<file path="src/rtl/instr_encoder_pkg.sv">
// Shared encoding constants and request enums for the instruction encoder
// and the decode controller.
package instr_encoder_pkg;

    // RV32I major opcodes
    localparam logic [6:0] OP_R      = 7'b0110011;
    localparam logic [6:0] OP_IMM    = 7'b0010011;
    localparam logic [6:0] OP_LOAD   = 7'b0000011;
    localparam logic [6:0] OP_STORE  = 7'b0100011;
    localparam logic [6:0] OP_BRANCH = 7'b1100011;
    localparam logic [6:0] OP_LUI    = 7'b0110111;
    localparam logic [6:0] OP_AUIPC  = 7'b0010111;
    localparam logic [6:0] OP_JAL    = 7'b1101111;
    localparam logic [6:0] OP_JALR   = 7'b1100111;

    // ALU funct3 / funct7 field values
    localparam logic [2:0] F3_ADD_SUB = 3'b000;
    localparam logic [2:0] F3_SLL     = 3'b001;
    localparam logic [2:0] F3_SLT     = 3'b010;
    localparam logic [2:0] F3_SLTU    = 3'b011;
    localparam logic [2:0] F3_XOR     = 3'b100;
    localparam logic [2:0] F3_SRL_SRA = 3'b101;
    localparam logic [2:0] F3_OR      = 3'b110;
    localparam logic [2:0] F3_AND     = 3'b111;
    localparam logic [2:0] F3_JALR    = 3'b000;
    localparam logic [6:0] F7_ZERO    = 7'h00;
    localparam logic [6:0] F7_ALT     = 7'h20;

    typedef enum logic [3:0] {
        CLS_R      = 4'd0,
        CLS_I      = 4'd1,
        CLS_LOAD   = 4'd2,
        CLS_STORE  = 4'd3,
        CLS_BRANCH = 4'd4,
        CLS_LUI    = 4'd5,
        CLS_AUIPC  = 4'd6,
        CLS_JAL    = 4'd7,
        CLS_JALR   = 4'd8,
        CLS_LI     = 4'd9
    } req_class_e;

    typedef enum logic [3:0] {
        ALU_ADD  = 4'd0,
        ALU_SUB  = 4'd1,
        ALU_SLL  = 4'd2,
        ALU_SLT  = 4'd3,
        ALU_SLTU = 4'd4,
        ALU_XOR  = 4'd5,
        ALU_SRL  = 4'd6,
        ALU_SRA  = 4'd7,
        ALU_OR   = 4'd8,
        ALU_AND  = 4'd9
    } alu_op_e;

    typedef enum logic {
        ST_IDLE = 1'b0,
        ST_LI2  = 1'b1
    } enc_state_e;

    // Map an ALU code onto its funct3 field
    function automatic logic [2:0] alu_funct3(input logic [3:0] op);
        logic [2:0] f3;
        case (op)
            ALU_ADD, ALU_SUB: f3 = F3_ADD_SUB;
            ALU_SLL:          f3 = F3_SLL;
            ALU_SLT:          f3 = F3_SLT;
            ALU_SLTU:         f3 = F3_SLTU;
            ALU_XOR:          f3 = F3_XOR;
            ALU_SRL, ALU_SRA: f3 = F3_SRL_SRA;
            ALU_OR:           f3 = F3_OR;
            ALU_AND:          f3 = F3_AND;
            default:          f3 = F3_ADD_SUB;
        endcase
        return f3;
    endfunction

endpackage

</file>
<file path="src/rtl/instr_encoder_format_pack.sv">
// Combinational field packing for all instruction formats, LI expansion and
// request legality check.
module instr_format_pack
    import instr_encoder_pkg::*;
(
    input  logic [3:0]  req_class,
    input  logic [3:0]  req_alu_op,
    input  logic [2:0]  req_funct3,
    input  logic [4:0]  req_rd,
    input  logic [4:0]  req_rs1,
    input  logic [4:0]  req_rs2,
    input  logic [31:0] req_imm,
    output logic [31:0] word_first,
    output logic [31:0] word_second,
    output logic        split,
    output logic        legal
);

    logic [2:0]  f3_alu;
    logic [6:0]  f7_alu;
    logic        alu_in_range;
    logic        alu_is_shift;
    logic        li_small;
    logic [19:0] li_hi;
    logic [11:0] li_lo;

    assign f3_alu       = alu_funct3(req_alu_op);
    assign f7_alu       = (req_alu_op == ALU_SUB || req_alu_op == ALU_SRA) ? F7_ALT : F7_ZERO;
    assign alu_in_range = (req_alu_op <= 4'd9);
    assign alu_is_shift = (req_alu_op == ALU_SLL) || (req_alu_op == ALU_SRL) || (req_alu_op == ALU_SRA);
    // imm fits a 12-bit signed field when bits 31:11 are all equal
    assign li_small     = (&req_imm[31:11]) || (~|req_imm[31:11]);
    // (imm + 0x800) >> 12: adding 0x800 carries into bit 12 exactly when imm[11] is set
    assign li_hi        = req_imm[31:12] + {19'd0, req_imm[11]};
    assign li_lo        = req_imm[11:0];

    // Pack the instruction word(s) for the requested class and judge legality
    always_comb begin
        word_first  = '0;
        word_second = '0;
        split       = 1'b0;
        legal       = 1'b1;
        case (req_class)
            CLS_R: begin
                legal      = alu_in_range;
                word_first = {f7_alu, req_rs2, req_rs1, f3_alu, req_rd, OP_R};
            end
            CLS_I: begin
                legal = alu_in_range && (req_alu_op != ALU_SUB);
                if (alu_is_shift)
                    word_first = {f7_alu, req_imm[4:0], req_rs1, f3_alu, req_rd, OP_IMM};
                else
                    word_first = {req_imm[11:0], req_rs1, f3_alu, req_rd, OP_IMM};
            end
            CLS_LOAD: begin
                legal      = (req_funct3 != 3'd3) && (req_funct3 != 3'd6) && (req_funct3 != 3'd7);
                word_first = {req_imm[11:0], req_rs1, req_funct3, req_rd, OP_LOAD};
            end
            CLS_STORE: begin
                legal      = (req_funct3 <= 3'd2);
                word_first = {req_imm[11:5], req_rs2, req_rs1, req_funct3, req_imm[4:0], OP_STORE};
            end
            CLS_BRANCH: begin
                legal      = (req_funct3 != 3'd2) && (req_funct3 != 3'd3) && !req_imm[0];
                word_first = {req_imm[12], req_imm[10:5], req_rs2, req_rs1, req_funct3,
                              req_imm[4:1], req_imm[11], OP_BRANCH};
            end
            CLS_LUI: begin
                word_first = {req_imm[31:12], req_rd, OP_LUI};
            end
            CLS_AUIPC: begin
                word_first = {req_imm[31:12], req_rd, OP_AUIPC};
            end
            CLS_JAL: begin
                legal      = !req_imm[0];
                word_first = {req_imm[20], req_imm[10:1], req_imm[11], req_imm[19:12], req_rd, OP_JAL};
            end
            CLS_JALR: begin
                word_first = {req_imm[11:0], req_rs1, F3_JALR, req_rd, OP_JALR};
            end
            CLS_LI: begin
                if (li_small) begin
                    word_first = {req_imm[11:0], 5'd0, F3_ADD_SUB, req_rd, OP_IMM};
                end else begin
                    word_first = {li_hi, req_rd, OP_LUI};
                    if (li_lo != 12'd0) begin
                        split       = 1'b1;
                        word_second = {li_lo, req_rd, F3_ADD_SUB, req_rd, OP_IMM};
                    end
                end
            end
            default: begin
                legal = 1'b0;
            end
        endcase
    end

endmodule

</file>
<file path="src/rtl/instr_encoder.sv">
// Instruction encoder: accepts compact requests, emits RV32I words with a
// sequential byte address through a single-entry output register.
module instr_encoder
    import instr_encoder_pkg::*;
#(
    parameter int                 ADDR_W    = 32,
    parameter logic [ADDR_W-1:0]  BASE_ADDR = '0
) (
    input  logic              clk,
    input  logic              rst_n,
    input  logic              clr,
    input  logic              req_valid,
    output logic              req_ready,
    input  logic [3:0]        req_class,
    input  logic [3:0]        req_alu_op,
    input  logic [2:0]        req_funct3,
    input  logic [4:0]        req_rd,
    input  logic [4:0]        req_rs1,
    input  logic [4:0]        req_rs2,
    input  logic [31:0]       req_imm,
    output logic              instr_valid,
    input  logic              instr_ready,
    output logic [31:0]       instr_word,
    output logic [ADDR_W-1:0] instr_addr,
    output logic              err_pulse,
    output logic [7:0]        err_count
);

    enc_state_e        state_reg, state_next;
    logic              valid_reg, valid_next;
    logic [31:0]       word_reg, word_next;
    logic [31:0]       second_reg, second_next;
    logic [ADDR_W-1:0] addr_reg, addr_next;
    logic              err_pulse_reg, err_pulse_next;
    logic [7:0]        err_count_reg, err_count_next;
    logic              live_reg;

    logic [31:0]       pack_first;
    logic [31:0]       pack_second;
    logic              pack_split;
    logic              pack_legal;
    logic              slot_free;
    logic              accept;

    instr_format_pack u_pack (
        .req_class   (req_class),
        .req_alu_op  (req_alu_op),
        .req_funct3  (req_funct3),
        .req_rd      (req_rd),
        .req_rs1     (req_rs1),
        .req_rs2     (req_rs2),
        .req_imm     (req_imm),
        .word_first  (pack_first),
        .word_second (pack_second),
        .split       (pack_split),
        .legal       (pack_legal)
    );

    assign slot_free   = !valid_reg || instr_ready;
    // live_reg keeps ready low while reset is held and for the first edge after
    assign req_ready   = live_reg && (state_reg == ST_IDLE) && slot_free && !clr;
    assign accept      = req_valid && req_ready;

    assign instr_valid = valid_reg;
    assign instr_word  = word_reg;
    assign instr_addr  = addr_reg;
    assign err_pulse   = err_pulse_reg;
    assign err_count   = err_count_reg;

    // Next-state: output slot, LI second-word sequencing, address and error tracking
    always_comb begin
        state_next     = state_reg;
        valid_next     = valid_reg;
        word_next      = word_reg;
        second_next    = second_reg;
        addr_next      = addr_reg;
        err_pulse_next = 1'b0;
        err_count_next = err_count_reg;

        if (valid_reg && instr_ready) begin
            valid_next = 1'b0;
            addr_next  = addr_reg + ADDR_W'(4);
        end

        case (state_reg)
            ST_IDLE: begin
                if (accept) begin
                    if (!pack_legal) begin
                        err_pulse_next = 1'b1;
                        if (err_count_reg != 8'hFF)
                            err_count_next = err_count_reg + 8'd1;
                    end else begin
                        valid_next = 1'b1;
                        word_next  = pack_first;
                        if (pack_split) begin
                            second_next = pack_second;
                            state_next  = ST_LI2;
                        end
                    end
                end
            end
            ST_LI2: begin
                if (slot_free) begin
                    valid_next = 1'b1;
                    word_next  = second_reg;
                    state_next = ST_IDLE;
                end
            end
            default: state_next = ST_IDLE;
        endcase

        // clr drops any pending word or LI tail and rewinds the address
        if (clr) begin
            valid_next = 1'b0;
            state_next = ST_IDLE;
            addr_next  = BASE_ADDR;
        end
    end

    // State and output registers with asynchronous reset
    always_ff @(posedge clk or negedge rst_n) begin
        if (!rst_n) begin
            state_reg     <= ST_IDLE;
            valid_reg     <= 1'b0;
            word_reg      <= '0;
            second_reg    <= '0;
            addr_reg      <= BASE_ADDR;
            err_pulse_reg <= 1'b0;
            err_count_reg <= '0;
            live_reg      <= 1'b0;
        end else begin
            state_reg     <= state_next;
            valid_reg     <= valid_next;
            word_reg      <= word_next;
            second_reg    <= second_next;
            addr_reg      <= addr_next;
            err_pulse_reg <= err_pulse_next;
            err_count_reg <= err_count_next;
            live_reg      <= 1'b1;
        end
    end

endmodule

</file>
<file path="config.mk">
export PLATFORM = sky130hd
export DESIGN_NAME = instr_encoder
export DESIGN_NICKNAME = d
export VERILOG_FILES = /design/src/rtl/instr_encoder_pkg.sv /design/src/rtl/instr_encoder_format_pack.sv /design/src/rtl/instr_encoder.sv
export SDC_FILE = /design/constraint.sdc
export NUM_CORES = 1
export LEC_CHECK = 0
export CAP_MARGIN = 0
export CORE_MARGIN = 2
export CORE_UTILIZATION = 35
export CTS_BUF_LIST = sky130_fd_sc_hd__clkbuf_4
export CTS_CLUSTER_DIAMETER = 40
export DETAILED_ROUTE_END_ITERATION = 16
export SLEW_MARGIN = 20
export SYNTH_ARGS = -nofsm -noshare
export SYNTH_HDL_FRONTEND = slang
export SYNTH_SLANG_ARGS = --single-unit
export TNS_END_PERCENT = 1
</file>
<file path="constraint.sdc">
create_clock -name clk -period 2.11 [get_ports clk]
set_input_delay 0.3165 -clock clk [delete_from_list [all_inputs] [get_ports clk]]
set_output_delay 0.3165 -clock clk [all_outputs]
set_load 0.02 [all_outputs]
</file>
# Yosys cells after proc, flatten, opt, wreduce, memory -nomap -nowiden
# Memories as Yosys holds them, arrays and structs flattened.
# Cells that the tools add are included.
# op_classes
add_sub_neg	3
order_cmp	2
n_eq_ne	22
muxes	32
bitwise	2
reduce_logical	28
# ops
cell	n
$mux W32	10
$pmux W32 S10	1
$pmux W32 S2	1
$add A32 B3 Y32 const B	1
$eq A4 B3 Y1 const B	6
$reduce_and A21 Y1	1
$reduce_or A21 Y1	1
$add A20 B1 Y20	1
$mux W1	16
$eq A4 B2 Y1 const B	3
$reduce_bool A12 Y1	1
$logic_and A1 B1 Y1	10
$add A8 B1 Y8 const B	1
$eq A4 B1 Y1 const B	2
$eq A4 B4 Y1 const B	2
$ne A8 B8 Y1 const B	1
$reduce_and A4 Y1	2
$pmux W1 S7	1
$mux W6	1
$ne A3 B2 Y1 const B	2
$ne A3 B3 Y1 const B	2
$logic_or A1 B1 Y1	5
$le A4 B4 Y1 const B	1
$logic_not A1 Y1	4
other kinds (10)	13
# totals
register_bits	108
mem_bits_ro	48
inputBits	63
output_inout_bits	75
elab_cells	98
n_memories	1
# memory_table
name	words	word_bits	rd	rd_clocked_by_memory_dff	wr	line_no	text
(name not given)	16	3	1	0	0	instr_encoder_pkg.sv:63	case (op)

# Logic depth before layout (Yosys ltp)
# Gate-level depths: netlist of run 1.
# depth
depth_word	10
mapped_depth	10
ltp_nobuf	9

# By module
# Synthesis of run 1 repeated with hierarchy kept, for this count alone.
# unflattened
cells_unflattened	762
hier_area_um2	6727.7
# by_module_without_submodules
module	instances	cells_each	area_per_inst_um2	seq_area_each_um2
instr_encoder	1	434	4750.8	2652.5
instr_format_pack	1	328	1976.9	0.0

# Least setup slack after synthesis of run 1
# OpenSTA, ideal clock, no wires.
# synth_timing
kind	register to register
startpoint	reg valid_reg (netlist: instr_valid)
endpoint	reg second_reg[23]
arrival_ps	2491
required_time_ps	1985
slack_ps	-506
stages_incl_launch_ff	8
synth_period_minus_slack_ps	2616
path_cell_list	dfrtp_1 -> nor2b_1 -> nor4b_4 -> nand2_1 -> o21bai_4 -> nor4_4 -> buf_6 -> mux2_4
# synth_between
elab_chain_cells	6
# synth_rtl
element	line_no	text
start, declared	instr_encoder.sv:30	logic valid_reg, valid_next;
start signal, assigned	instr_encoder.sv:133	valid_reg <= valid_next;
$logic_not A1 Y1	instr_encoder.sv:59	assign slot_free = !valid_reg || instr_ready;
$logic_or A1 B1 Y1	instr_encoder.sv:59	
$logic_and A1 B1 Y1 (2 in a row)	instr_encoder.sv:61	assign req_ready = live_reg && (state_reg == ST_IDLE) && slot_free && !clr;
net req_ready	instr_encoder.sv:13	output logic req_ready,
$logic_and A1 B1 Y1	instr_encoder.sv:62	assign accept = req_valid && req_ready;
$reduce_and A4 Y1 (no source line)	-	
end signal, assigned	instr_encoder.sv:135	second_reg <= second_next;
end, declared	instr_encoder.sv:32	logic [31:0] second_reg, second_next;
# The timed path passes the listed nets, and every way through them passes these cells.
# A chain may end at the register's enable or synchronous reset.

# Worst setup path in the final report of run 1
# layout_timing
startpoint	reg valid_reg (netlist: instr_valid)
endpoint	reg second_reg[16]
# layout_between
elab_chain_cells	6
# layout_rtl
element	line_no
$logic_not A1 Y1	instr_encoder.sv:59
$logic_or A1 B1 Y1	instr_encoder.sv:59
$logic_and A1 B1 Y1 (2 in a row)	instr_encoder.sv:61
$logic_and A1 B1 Y1	instr_encoder.sv:62
$reduce_and A4 Y1 (no source line)	-
# Every way passes these cells.

==> results of run 1 <==
-- area by class of cell --
type                       count  area (µm²)  area share [%]
clock inverter                 7       100.1           1.118
inverter                      13       48.80          0.5452
antenna                        1       2.502         0.02796
multi-input combinational    499        3395           37.93
sequential                    91        2278           25.46
timing repair buffer         299        2788           31.15
tap                          216       270.3           3.020
clock buffer                   9       67.56          0.7549
-- per-layer routing --
metal	GRT usage [%]	up-vias	share of wire [%]
met5	0	-	0
met4	6.280	0	1.7
met3	3.806	24	5.9
met2	38.11	225	48
met1	31.36	2965	45
li1	-	2880	-
-- stage by stage --
| step | std cells | cell area (µm²) | worst slack, ns | utilization (%) | power [µW] |
|---|---|---|---|---|---|
| floorplan | 641 | 5756 | -0.3578 | - | 2892 |
| global route | 1135 | 8950 | -0.1682 | 56.14 | 5355 |
| CTS | 1124 | 8626 | -0.1701 | 54.10 | 5057 |
| detailed placement | 1105 | 8403 | -0.6325 | 52.71 | 3885 |
| finish | 1135 | 8950 | -0.06957 | 56.14 | 5088 |
| global placement | 1105 | 8403 | -0.5777 | 52.71 | 3862 |
-- final timing paths --
path / slack, ns / from / endpoint
worst max-delay path: -0.07 / instr_valid / second_reg[16]
worst min-delay path: 0.32 / rst_n / instr_word[2]
worst max register to register: -0.07 / instr_valid / second_reg[16]
worst min register to register: 0.49 / instr_word[7] / instr_word[7]
max in group asynchronous: 1.11 / rst_n / instr_addr[7]
min in group clk: 0.36 / req_imm[11] / second_reg[31]
-- worst register-to-register path: cells and delay by family (launching register included) --
family,cells,cell delay (ns)
and+or+nand+nor,4,0.79
DFF,1,0.43
buffers and inverters,2,0.34
muxes,1,0.30
AOI/OAI and AO/OA,1,0.23
-- timing repair --
item                       CTS  global route
hold endpoints to repair    27             0
hold buffers                 1             0
cloned                       0             3
setup endpoints to repair   48            57
setup buffers                2             7
resized for setup           14            49
pin swaps                    5            11
-- kinds of logic after synthesis --
logic type	share of synthesized area [%]
and+or+nand+nor	22.51
AOI/OAI and AO/OA	19.70
xor gates and xnor gates	7.015
adders and majority gates	1.089
muxes	5.708
DFF	39.65
buffers and inverters	4.205
other	0.1308
-- placed cells by master, fill, tap and decap left out, types with 5 or more instances in the layout --
cell type        instances
and4_1                   5
buf_12                   9
nand4_1                 16
and3_1                   8
o21a_1                   6
clkbuf_4                 9
nand2_1                 68
a31oi_1                 10
buf_4                  143
o21ai_0                 35
nand2b_1                 8
a21oi_1                 39
dfrtp_1                 90
o211ai_1                 8
nor2_1                  62
and2_1                   6
clkdlybuf4s50_1        128
inv_1                   13
nor3b_1                  5
nor3_1                   9
a22oi_1                  8
or3_1                    7
xnor2_1                 25
mux2_4                  21
nor4_1                   6
mux2i_1                  5
buf_6                   10
nand3_1                 17
ha_1                     5
xor2_1                  21
nor2_2                   5
a222oi_1                 8
-- synth_stat cells (10+ instances only) --
| library cell | count | area, µm² |
|---|---|---|
| dfrtp_1 | 91 | 2277 |
| nand2_1 | 69 | 259.0 |
| nor2_1 | 67 | 251.5 |
| a21oi_1 | 41 | 205.2 |
| o21ai_0 | 38 | 190.2 |
| xnor2_1 | 25 | 219.0 |
| clkbuf_1 | 21 | 78.83 |
| xor2_1 | 21 | 183.9 |
| nand3_1 | 19 | 95.09 |
| nand4_1 | 16 | 100.1 |
| mux2_2 | 14 | 157.7 |
| inv_1 | 13 | 48.80 |
| nor3_1 | 11 | 55.05 |
| a31oi_1 | 10 | 62.56 |
-- power by group --
group	switching (µW)	total (µW)	internal, µW
clock network	670	1160	491
registers	179	2150	1970
logic	857	1780	919
==> flow_summary.toml, run 1 <==
[outcome]
status = "complete, but fails checks"
violations = "negative setup slack"

[cts]
cts.sinks = 91
cts_tree = "done"
root_buffer = "clkbuf_4"
htree_levels = 3
clk_pin_slew_worst_paths_ns = 0.18
clock_latency_ns = 0.48
clk_path_buf_depth = 2
cts_inserted_buffers = 9

[final_layout]
largest_register_ffs = 31
area_delta_synth_final_pct = 55.84
layout-drive-gt1-share_pct = 26.25
fillers = 1479
finalNetCount = 981

[synth]
syn_avg_cell_area_um2 = 8.973
synth_edf_count = 0
synth-main-ff-cell = "dfrtp_1"
ys_seq_area_share_pct = 39.65
yosys_warnings = 0
synth.distinct_cells = 69
synth-seq-cells = 91
syn_inst = 640
async_flop_share_pct = 100.0
netlist_area_um2 = 5743

[sta]
fin_ws_ns = -0.06957
rsz0062_at_grt = "true"
post-route-min-period_ns = 2.180
worstMarginPinSlew_ns = 0.5312
fmax_mhz = 458.8
whs_ns = 0.3162
drv_slew = 0
slew_headroom_pct = 63.67
fin_crit_sh_pct = 103.3
setup_tns_ns = -0.9750
clock_skew_ns = 0.02648
hold_violations = 0
finalSetupViolCount = 23

[global_routing]
track_usage_pct = 23.07
overflow = 0
grt_pass1_wl_mm = 32.32
grt_max_degree = 37
antenna_found_initial = 1
grt_pass1_vias = 6138

[worst_setup_path]
critical_path_class = "flop to flop"
critPathCaptureType = "flop"
rr_worst_depth = 8
path_cells = "nor2b_4 > nor4b_4 > nand2_1 > o21bai_4 > nor4_4 > buf_6 > clkbuf_16 > mux2_4"
cp.arrival_ns = 2.55
slowest_stage = "dfrtp_2"
cp.depth = 8
slowest_delay_ns = 0.43
cp.required_ns = 2.48
crit_fanout = 5
startpoint_type = "flop"
cp_top_family = "simple AND/OR/NAND/NOR gates"
crit_buf_inv = 2

[detailed_routing]
dr.pass1.iters = 5
ant_nets = 0
wl_mm = 20.47
routedWlPerCell_um = 18.04
drtIter0Drc = 488
dr_total_vias = 6094
drcViolationCount = 0
vias_per_cell = 5.369

[floorplan]
row_count = 46
core-area_um2 = 15940
die_h_um = 132.1
pin_count = 138
initial_core_util_pct = 36.02
dieWidth_um = 132.1
die_area_um2 = 17450

[placement]
io_buffers = 135
dp_hpwl_mm = 15.89
gp_congestion = 0.9331

[pwr]
powerDensity_nw_per_um2 = 568.5
p_leak_uw = 0.003823
ir_worst_vdd_v = 0.0004715

[run]
max-cap-violations = 0

[hold_path]
hold_class = "input port to async pin"
(Power assumes the default switching activity.)
==> inputs of run 2 (changes only) <==
--- a/config.mk
+++ b/config.mk
@@ -11,6 +11,7 @@
 export CTS_BUF_LIST = sky130_fd_sc_hd__clkbuf_4
 export CTS_CLUSTER_DIAMETER = 40
 export DETAILED_ROUTE_END_ITERATION = 16
+export DONT_BUFFER_PORTS = 1
 export SLEW_MARGIN = 20
 export SYNTH_ARGS = -nofsm -noshare
 export SYNTH_HDL_FRONTEND = slang
==> run 2 against run 1 <==
The flow finishes with violations (negative hold slack). Global-route usage down 0.82 points. Non-clock buffer count down 195. Cell area down 23%. Sequential power up 11%. Fmax up 4.5%. Total power down 20%. Clock power down 24%. Cell count down 17%. Clock skew down 0.011 ns. Count of clock-buffer cells in the layout up 1.
==> flow_summary.toml, run 2 (synthesis gave the netlist of run 1 again) <==
[outcome]
status = "complete, but fails checks"
violations = "negative hold slack"

[placement]
gp_congestion = 0.8887
dpl-instance-area_um2 = 6446
io_buffers = 0
dp_slack_ns = -0.08011
dp_hpwl_mm = 14.24

[final_layout]
postLayoutCellArea_um2 = 6888
finalNetCount = 786
n_antenna_cell = 0
layout-drive-gt1-share_pct = 20.19
area_delta_synth_final_pct = 19.93
layout_common_cells = "dfrtp_1 (90), buf_4 (80), nand2_1 (68), nor2_1 (67), a21oi_1 (41)"
largest_register_ffs = 31
final_common_cell = "dfrtp_1"

[global_routing]
overflow = 0
use_met1_pct = 28.47
track_usage_pct = 22.25
grt_pass1_vias = 5322
grt_pass1_wl_mm = 30.37
use_met2_pct = 34.66
met3_usage_pct = 7.382
antenna_found_initial = 0
grt-busiest-layer = "met2"
grt_max_degree = 92

[detailed_routing]
routedWlPerCell_um = 20.72
drtIter0Drc = 395
vias_per_cell = 5.751
dr.pass1.iters = 7
wl_mm = 19.46
drcViolationCount = 0
dr_total_vias = 5400
ant_nets = 0

[pwr]
p_sw_uw = 1457
powerDensity_nw_per_um2 = 591.8
p_clk_share_pct = 21.7
comb_power_share_pct = 19.8
swShare_pct = 35.75
p_int_uw = 2619
power_frac_seq_pct = 58.5
ir_worst_vdd_v = 0.0006050
p_leak_uw = 0.002900

[floorplan]
die_h_um = 132.1
core-area_um2 = 15940
initial_core_util_pct = 36.02
row_count = 46
dieWidth_um = 132.1
die_area_um2 = 17450
pin_count = 138

[sta]
whs_ns = -0.4797
hold_violations = 91
fmax_mhz = 479.6
clock_skew_ns = 0.01597
slew_headroom_pct = 60.37
fin_ws_ns = 0.02485
finalSetupViolCount = 0
post-route-min-period_ns = 2.085
worstMarginPinSlew_ns = 0.5795
drv_slew = 0
fin_crit_sh_pct = 98.82
rsz0062_at_grt = "true"

[worst_setup_path]
startpoint_type = "flop"
rrSetupSlack_ns = 0.02
cp_top_family = "simple AND/OR/NAND/NOR gates"
critical_path_class = "flop to flop"
cp.required_ns = 2.47
r2r-start = "instr_valid"
crit_fanout = 5
crit_buf_inv = 2
slowest_stage = "dfrtp_2"
cp.arrival_ns = 2.45
slowest_delay_ns = 0.42
cp-startpoint = "instr_valid"
critPathCaptureType = "flop"
path_cells = "nor2b_4 > nor4b_4 > nand2_2 > o21bai_4 > nor4_4 > buf_6 > buf_8 > mux2_4"

[cts]
clock_latency_ns = 0.47
cts.sinks = 91
root_buffer = "clkbuf_4"
cts_tree = "done"
cts_hold_buf = 18
cts_inserted_buffers = 9
clk_path_buf_depth = 2
clk_pin_slew_worst_paths_ns = 0.15
htree_levels = 3

[hold_path]
hold_class = "input port to async pin"

[run]
max-cap-violations = 0
==> run 2: repair_timing <==
action / 4_1_cts / 5_1_grt
resized for setup: 18 / 4
gates cloned: 2 / 0
pin swaps: 3 / 3
setup buffers: 4 / 0
hold endpoints to repair: 140 / 91
setup endpoints to repair: 25 / 32
==> run 2: power by group through the flow <==
| stage | combinational [µW] | sequential (µW) | clock (µW) |
|---|---|---|---|
| 6_report | 808 | 2380 | 883 |
| 2_1_floorplan | 498 | 2390 | 0 |
| 5_1_grt | 888 | 2420 | 986 |
| 4_1_cts | 799 | 2400 | 923 |
| 3_5_place_dp | 742 | 2430 | 0 |
| 3_3_place_gp | 726 | 2430 | 0 |
==> run 2: worst paths after layout <==
kind	endpoint	cells after the start
min reg2reg	second_reg[4]	1
min	instr_addr[14]	0
max	second_reg[16]	8
min in group clk	err_pulse	3
max in group asynchronous	instr_valid	0
max reg2reg	second_reg[16]	8
==> run 2: worst reg2reg max path, cell delays in order (launching register included) <==
cell and delay (ns):
dfrtp_2 0.42, nor2b_4 0.14, nor4b_4 0.31, nand2_2 0.08, o21bai_4 0.22, nor4_4 0.17, buf_6 0.19, buf_8 0.14
mux2_4 0.31
==> run 2: layer usage <==
metal / part of all wire, % / routed length (µm)
met5: 0 / 0
met4: 3.5 / 672
met3: 9.6 / 1875
met2: 45 / 8826
met1: 42 / 8084
==> run 2: area by class of cell <==
type | count | area [µm²]
Timing Repair Buffer | 104 | 890.9
Inverter | 13 | 48.80
Multi-Input combinational cell | 499 | 3284
Fill cell | 1606 | 9055
Sequential cell | 91 | 2278
Clock inverter | 6 | 40.04
Tap cell | 216 | 270.3
Clock buffer | 10 | 75.07
==> run 2: stage by stage <==
step | std cells | util, % | total power, µW | setup TNS (ns)
4_1_cts | 939 | 43.13 | 4122 | -0.7209
3_5_place_dp | 899 | 40.43 | 3175 | -0.9380
3_3_place_gp | 899 | 40.43 | 3153 | -0.2730
2_1_floorplan | 641 | - | 2892 | -6.362
5_1_grt | 939 | 43.20 | 4295 | -1.201
6_report | 939 | 43.20 | 4076 | 0
==> inputs of run 3 (changes only) <==
--- a/config.mk
+++ b/config.mk
@@ -16,4 +16,4 @@
 export SYNTH_ARGS = -nofsm -noshare
 export SYNTH_HDL_FRONTEND = slang
 export SYNTH_SLANG_ARGS = --single-unit
-export TNS_END_PERCENT = 1
+export TNS_END_PERCENT = 20
==> results of run 3 <==
Final layout, timing and power as in run 2 (identical DEF).
